===== src/rtl/mem_port_arbiter.sv =====
// Arbiter sharing one fixed-latency single-ported memory between the
// instruction-fetch port (I) and the load/store port (D). One transaction
// in flight at a time. D normally wins, but a streak counter lets I through
// after STARVE_MAX consecutive D wins while I was waiting.
//
// Transaction timeline, counted from the IDLE cycle that samples the request:
//   0          IDLE   winner chosen, address/data latched
//   1          ISSUE  MemEn high
//   2..MEM_LAT WAIT   (absent when MEM_LAT = 1)
//   1+MEM_LAT  CAPT   MemRData valid, captured into IRData/DRData
//   2+MEM_LAT  RESP   owner's Ack pulses, read data already visible
module mem_port_arbiter #(
  parameter int AW         = 32,
  parameter int DW         = 32,
  parameter int MEM_LAT    = 1,
  parameter int STARVE_MAX = 4
) (
  input  logic          Clk,
  input  logic          Rst,
  input  logic          IReq,
  input  logic [AW-1:0] IAddr,
  output logic          IAck,
  output logic [DW-1:0] IRData,
  input  logic          DReq,
  input  logic          DWe,
  input  logic [AW-1:0] DAddr,
  input  logic [DW-1:0] DWData,
  output logic          DAck,
  output logic [DW-1:0] DRData,
  output logic          MemEn,
  output logic          MemWe,
  output logic [AW-1:0] MemAddr,
  output logic [DW-1:0] MemWData,
  input  logic [DW-1:0] MemRData,
  output logic          GntD,
  output logic          Busy
);

  localparam int CW = (MEM_LAT > 2) ? $clog2(MEM_LAT) : 1;
  localparam int SW = $clog2(STARVE_MAX + 1);

  typedef enum logic [2:0] {
    S_IDLE  = 3'd0,
    S_ISSUE = 3'd1,
    S_WAIT  = 3'd2,
    S_CAPT  = 3'd3,
    S_RESP  = 3'd4
  } state_t;

  state_t          state_q, state_d;
  logic [CW-1:0]   wcnt_q;
  logic [SW-1:0]   streak_q, streak_d;
  logic            gnt_q, gnt_d;
  logic            we_q;
  logic [AW-1:0]   addr_q;
  logic [DW-1:0]   wdata_q;
  logic [DW-1:0]   ird_q, drd_q;
  logic            req_any;
  logic            starved;

  assign req_any = IReq | DReq;

  // Arbitration: D wins unless I has waited through a full streak of D grants.
  always_comb begin
    starved  = IReq && (streak_q == SW'(STARVE_MAX));
    gnt_d    = DReq && !starved;
    streak_d = '0;
    if (gnt_d && IReq)
      streak_d = (streak_q == SW'(STARVE_MAX)) ? streak_q : streak_q + SW'(1);
  end

  // State register.
  always_ff @(posedge Clk) begin
    if (Rst) state_q <= S_IDLE;
    else     state_q <= state_d;
  end

  // Next-state logic; WAIT covers the memory latency beyond the first cycle.
  always_comb begin
    state_d = state_q;
    case (state_q)
      S_IDLE:  if (req_any) state_d = S_ISSUE;
      S_ISSUE: state_d = (MEM_LAT > 1) ? S_WAIT : S_CAPT;
      S_WAIT:  if (wcnt_q == CW'(MEM_LAT - 2)) state_d = S_CAPT;
      S_CAPT:  state_d = S_RESP;
      S_RESP:  state_d = S_IDLE;
      default: state_d = S_IDLE;
    endcase
  end

  // Output decode: strobes and acks are pure functions of the state.
  always_comb begin
    MemEn = (state_q == S_ISSUE);
    MemWe = (state_q == S_ISSUE) && we_q;
    IAck  = (state_q == S_RESP) && !gnt_q;
    DAck  = (state_q == S_RESP) && gnt_q;
    Busy  = (state_q != S_IDLE);
  end

  // Datapath: latch the winner's request, count WAIT cycles, capture read data.
  always_ff @(posedge Clk) begin
    if (Rst) begin
      gnt_q    <= 1'b0;
      we_q     <= 1'b0;
      addr_q   <= '0;
      wdata_q  <= '0;
      streak_q <= '0;
      wcnt_q   <= '0;
      ird_q    <= '0;
      drd_q    <= '0;
    end else begin
      if (state_q == S_IDLE && req_any) begin
        gnt_q    <= gnt_d;
        we_q     <= gnt_d && DWe;
        addr_q   <= gnt_d ? DAddr : IAddr;
        wdata_q  <= gnt_d ? DWData : '0;
        streak_q <= streak_d;
      end
      if (state_q == S_ISSUE)     wcnt_q <= '0;
      else if (state_q == S_WAIT) wcnt_q <= wcnt_q + CW'(1);
      // Stores complete without touching DRData.
      if (state_q == S_CAPT && !we_q) begin
        if (gnt_q) drd_q <= MemRData;
        else       ird_q <= MemRData;
      end
    end
  end

  assign MemAddr  = addr_q;
  assign MemWData = wdata_q;
  assign GntD     = gnt_q;
  assign IRData   = ird_q;
  assign DRData   = drd_q;

endmodule


===== config.mk =====
export PLATFORM = sky130hd
export DESIGN_NAME = mem_port_arbiter
export DESIGN_NICKNAME = d
export VERILOG_FILES = /design/src/rtl/mem_port_arbiter.sv
export SDC_FILE = /design/constraint.sdc
export NUM_CORES = 1
export LEC_CHECK = 0
export CAP_MARGIN = 30
export CORE_UTILIZATION = 45
export CTS_BUF_LIST = sky130_fd_sc_hd__clkbuf_16
export CTS_CLUSTER_DIAMETER = 120
export DETAILED_ROUTE_END_ITERATION = 16
export DONT_BUFFER_PORTS = 1
export PLACE_DENSITY = 0.65
export SYNTH_ARGS = -nofsm -noshare
export SYNTH_HDL_FRONTEND = slang
export SYNTH_SLANG_ARGS = --single-unit

===== constraint.sdc =====
create_clock -name Clk -period 1.7 [get_ports Clk]
set_input_delay 0.17 -clock Clk [delete_from_list [all_inputs] [get_ports Clk]]
set_output_delay 0.17 -clock Clk [all_outputs]
set_load 0.01 [all_outputs]

==> impl_metrics.ini, run 1 <==
[status]
outcome = aborted with a tool error
lastStage = 4_1_cts
stop_error = [ERROR RSZ-0060] Max buffer count reached.

[synthesis]
yosys.area.top_type = dfxtp_1
synth_common_cells = dfxtp_1, nand2b_1, a21oi_1, o21ai_0, mux2i_1
avgSynthCellArea_um2 = 9.29
syn-num-nets = 777
synth-main-ff-cell = dfxtp_1
synthArstFlopShare_pct = 0
syn_area_mm2 = 0.00596
netlist.area_leader.share_pct = 46.0
ys_warn_count = 0
yosysUniqueCellTypes = 39
synth_edf_count = 0
yosysMostFrequentCell = dfxtp_1
synth_area_leaders = dfxtp_1, mux2i_1, nand2b_1
ys_ff_latch = 137
synth_cells = 642
ys_seq_area_share_pct = 46.0

[cts]
cts.repair.resized = 2
cts_setup_buffers = 0
cts-root-buf = clkbuf_16
cts_buffers = 17
cts_hold_buffers = 159
clock-sinks = 137
h-tree-depth = 4
ctsLongestPathBuffers = 2

[die]
io_pins = 267
die_h_um = 117
start_util_pct = 46.7
die_x_um = 117
rows = 41

[placed_design]
place_ws_ps = 112
gp_congestion = 0.836
port_buffers = 0
detailed_place_hpwl_um = 9880
dp_cells = 761
[kinds of logic after synthesis]
| logic type | count (synthesis) | synth area share (%) |
|---|---|---|
| AOI/OAI and AO/OA | 175 | 16.9 |
| xor gates and xnor gates | 1 | 0.147 |
| adders and majority gates | 2 | 0.420 |
| buffers and inverters | 75 | 6.23 |
| DFF | 137 | 46.0 |
| muxes | 64 | 10.7 |
| and+or+nand+nor | 188 | 19.6 |
[per-stage QoR]
step	cell area [µm²]	util, %
2_1_floorplan	5960	-
3_3_place_gp	6060	47.4
3_5_place_dp	6060	47.4
==> run 2, diff against run 1 <==
Settings changed: CORE_UTILIZATION 45 to 30, CTS_BUF_LIST sky130_fd_sc_hd__clkbuf_16 to default, CTS_CLUSTER_DIAMETER 120 to default, PLACE_DENSITY 0.65 to default, PLACE_DENSITY_LB_ADDON from default to 0.15.
Clock period 1.7 ns to 2.2 ns, I/O delays scaled along.
==> run 2 against run 1 <==
Against the previous run: the run now ends clean; synthesized cell count unchanged; area after synthesis did not move.
==> impl_metrics.ini, run 2 <==
[worst_setup_path]
worstSetupEndpointType = register
r2r_slack_ps = 160
cp_top_family = buffers and inverters
r2r_start = streak_q[0]
critical_path_class = register to register
reg2reg_to = MemAddr[8]
critPathBufInv = 3
reg2reg_depth = 7
max_stage_delay_ps = 580
slowest_stage = dlygate4sd3_1
cp-start-kind = register
required_ps = 2560
path_cells = inv_1, ha_4, and3_1, buf_12, o21ai_0, a311oi_1, dlygate4sd3_1
worstPathArrival_ps = 2400
crit_fanout = 32

[routing]
ant_nets = 0
via_per_inst = 5.27
wire_per_inst_um = 18.8
wirelength_um = 18800
num_vias = 5281
drc_errors = 0
drt_iter0_markers = 268
drtPass1Iterations = 5

[pwr]
powerDensity_mw_per_mm2 = 876
p_clk_share_pct = 40.5
fin_total_pwr_mw = 6.98
vdd_ir_drop_max_v = 0.000563
internal-power_mw = 4.98
p_leak_nw = 2.97
seqPwrFrac_pct = 43.3
p_sw_mw = 1.99
p_comb_share_pct = 16.2
switching_share_pct = 28.6

[sta]
skew_ps = 7.98
fin_ws_ps = 163
rsz0062_at_grt = no
tightest_slew_ps = 701
finalHoldViolCount = 0
fmax_ghz = 0.491
fin_crit_sh_pct = 92.6
slew-limit-headroom_pct = 53.3
fin_crit_ps = 2040
tns_ps = 0
whs_ps = 18.5
setup_violations = 0
slew_violations = 0

[cts]
cts_buffers = 17
clkTransAtPathRegs_ps = 60
ctsLongestPathBuffers = 2
cts_tree = yes
cts-root-buf = clkbuf_16
h-tree-depth = 4
worstSkewPairLatency_ps = 410
clock-sinks = 137

[synthesis]
synth_top_family_by_area = simple AND/OR/NAND/NOR gates
yosysMostFrequentCell = dfxtp_1
synth_area_leaders = dfxtp_1, mux2i_1, nand2b_1
synth_common_cells = dfxtp_1, nand2b_1, a21oi_1, o21ai_0, mux2i_1
synth_edf_count = 0
synth-main-ff-cell = dfxtp_1
synth_compound_area_share_pct = 16.9
synthSimpleGateAreaFrac_pct = 19.6
ys_seq_area_share_pct = 46.0
avgSynthCellArea_um2 = 9.29
ys_ff_latch = 137
synthArstFlopShare_pct = 0
syn-num-nets = 777
synthAdderAreaFrac_pct = 0.420
netlist.area_leader.share_pct = 46.0
yosysUniqueCellTypes = 39
synth.area.mux_share_pct = 10.7
synth_xor_area_share_pct = 0.147
syn_area_mm2 = 0.00596
yosys.area.top_type = dfxtp_1
ys_warn_count = 0
synth_cells = 642

[cells_and_area]
design_area_mm2 = 0.00797
drive_gt1_share_pct = 7.99
final_core_util_pct = 40.9
fillers = 1913
diodes = 0
multi_input_area_mm2 = 0.00289
area_growth_syn_to_layout_pct = 33.6
layout.nets = 862
regArea_mm2 = 0.00274
layout_commonest_cell = dfxtp_1
layout_common_cells = dfxtp_1, dlygate4sd3_1, nand2b_1
instances_no_fill = 1003

[placed_design]
port_buffers = 0
dp_cells = 849
dpl-instance-area_mm2 = 0.00609
gp_congestion = 0.767
detailed_place_hpwl_um = 10700
place_ws_ps = 334

[grt]
grt_pass1_vias = 5335
grt_start_max_net_pins = 130
antenna_found_initial = 0
grt_pass1_wl_um = 28100
track_usage_pct = 17.9
gr-total-overflow = 0

[min_path]
hold_start = DWData[20]
min_delay_worst_endpoint = MemWData[20]
hold_path_class = input port to register
whs_path_depth = 2

[die]
io_pins = 267
die_area_mm2 = 0.0204
die_h_um = 143
core_mm2 = 0.0195
start_util_pct = 30.6
die_x_um = 143
rows = 51

[run]
drv_cap = 0

[status]
outcome = finished, final reports clean
-- run 2: cell counts after synthesis --
Identical to the previous run, type by type.
-- run 2: routing by layer --
| metal | part of all wire [%] | wire, µm | up-vias | global-route usage [%] |
|---|---|---|---|---|
| li1 | - | - | 2474 | - |
| met1 | 41 | 7700 | 2520 | 20.7 |
| met2 | 48 | 8980 | 261 | 29.9 |
| met3 | 9.2 | 1740 | 26 | 5.84 |
| met4 | 2.2 | 408 | 0 | 8.26 |
| met5 | 0 | 0 | - | 0 |
-- run 2: cells by family after synthesis --
logic type | count (synthesis)
AND/OR/NAND/NOR | 188
multiplexers | 64
flip-flops | 137
AO/OA/AOI/OAI | 175
buffers and inverters | 75
adder cells (fa/ha/maj) | 2
XOR/XNOR | 1
-- run 2: worst register-to-register path, stage by stage, from the launching register on --
cell and delay, ps:
dfxtp_1 320, inv_1 120, ha_4 200, and3_1 220, buf_12 180, o21ai_0 100, a311oi_1 260, dlygate4sd3_1 580
-- run 2: power by group through the flow --
stage / combinational, mW / sequential (mW) / clock [mW]
2_1_floorplan: 0.749 / 2.98 / 0
3_3_place_gp: 0.815 / 3.07 / 0
3_5_place_dp: 0.847 / 3.07 / 0
4_1_cts: 1.09 / 3.02 / 2.91
5_1_grt: 1.24 / 3.05 / 3.02
6_report: 1.13 / 3.02 / 2.82
-- run 2: worst max-delay path by stage --
stage	startpoint	endpoint	slack (ps)	depth (start not counted)
2_1_floorplan	streak_q[0]	MemAddr[25]	610	7
3_3_place_gp	state_q[1]	DRData[7]	380	4
3_5_place_dp	state_q[1]	DRData[11]	330	4
4_1_cts	streak_q[0]	GntD	10	7
5_1_grt	streak_q[0]	MemAddr[8]	6	7
6_report	streak_q[0]	MemAddr[8]	160	7
-- run 2: timing repair --
item | CTS | global route
buffers inserted | 0 | 1
hold buffers | 121 | 0
endpoints found under the hold margin | 137 | 0
setup endpoints to repair | 0 | 2
gates resized for setup | 0 | 9
-- run 2: layout make-up --
class                   instances  area share (%)
clock buffers                  23            6.00
clock inverters                 7            1.18
inverters                       4           0.188
multi-input cells             431            36.3
flip-flops and latches        137            34.4
well taps                     265            4.16
repair buffers                136            17.7
No activity file was read; power rests on OpenSTA's default activity.
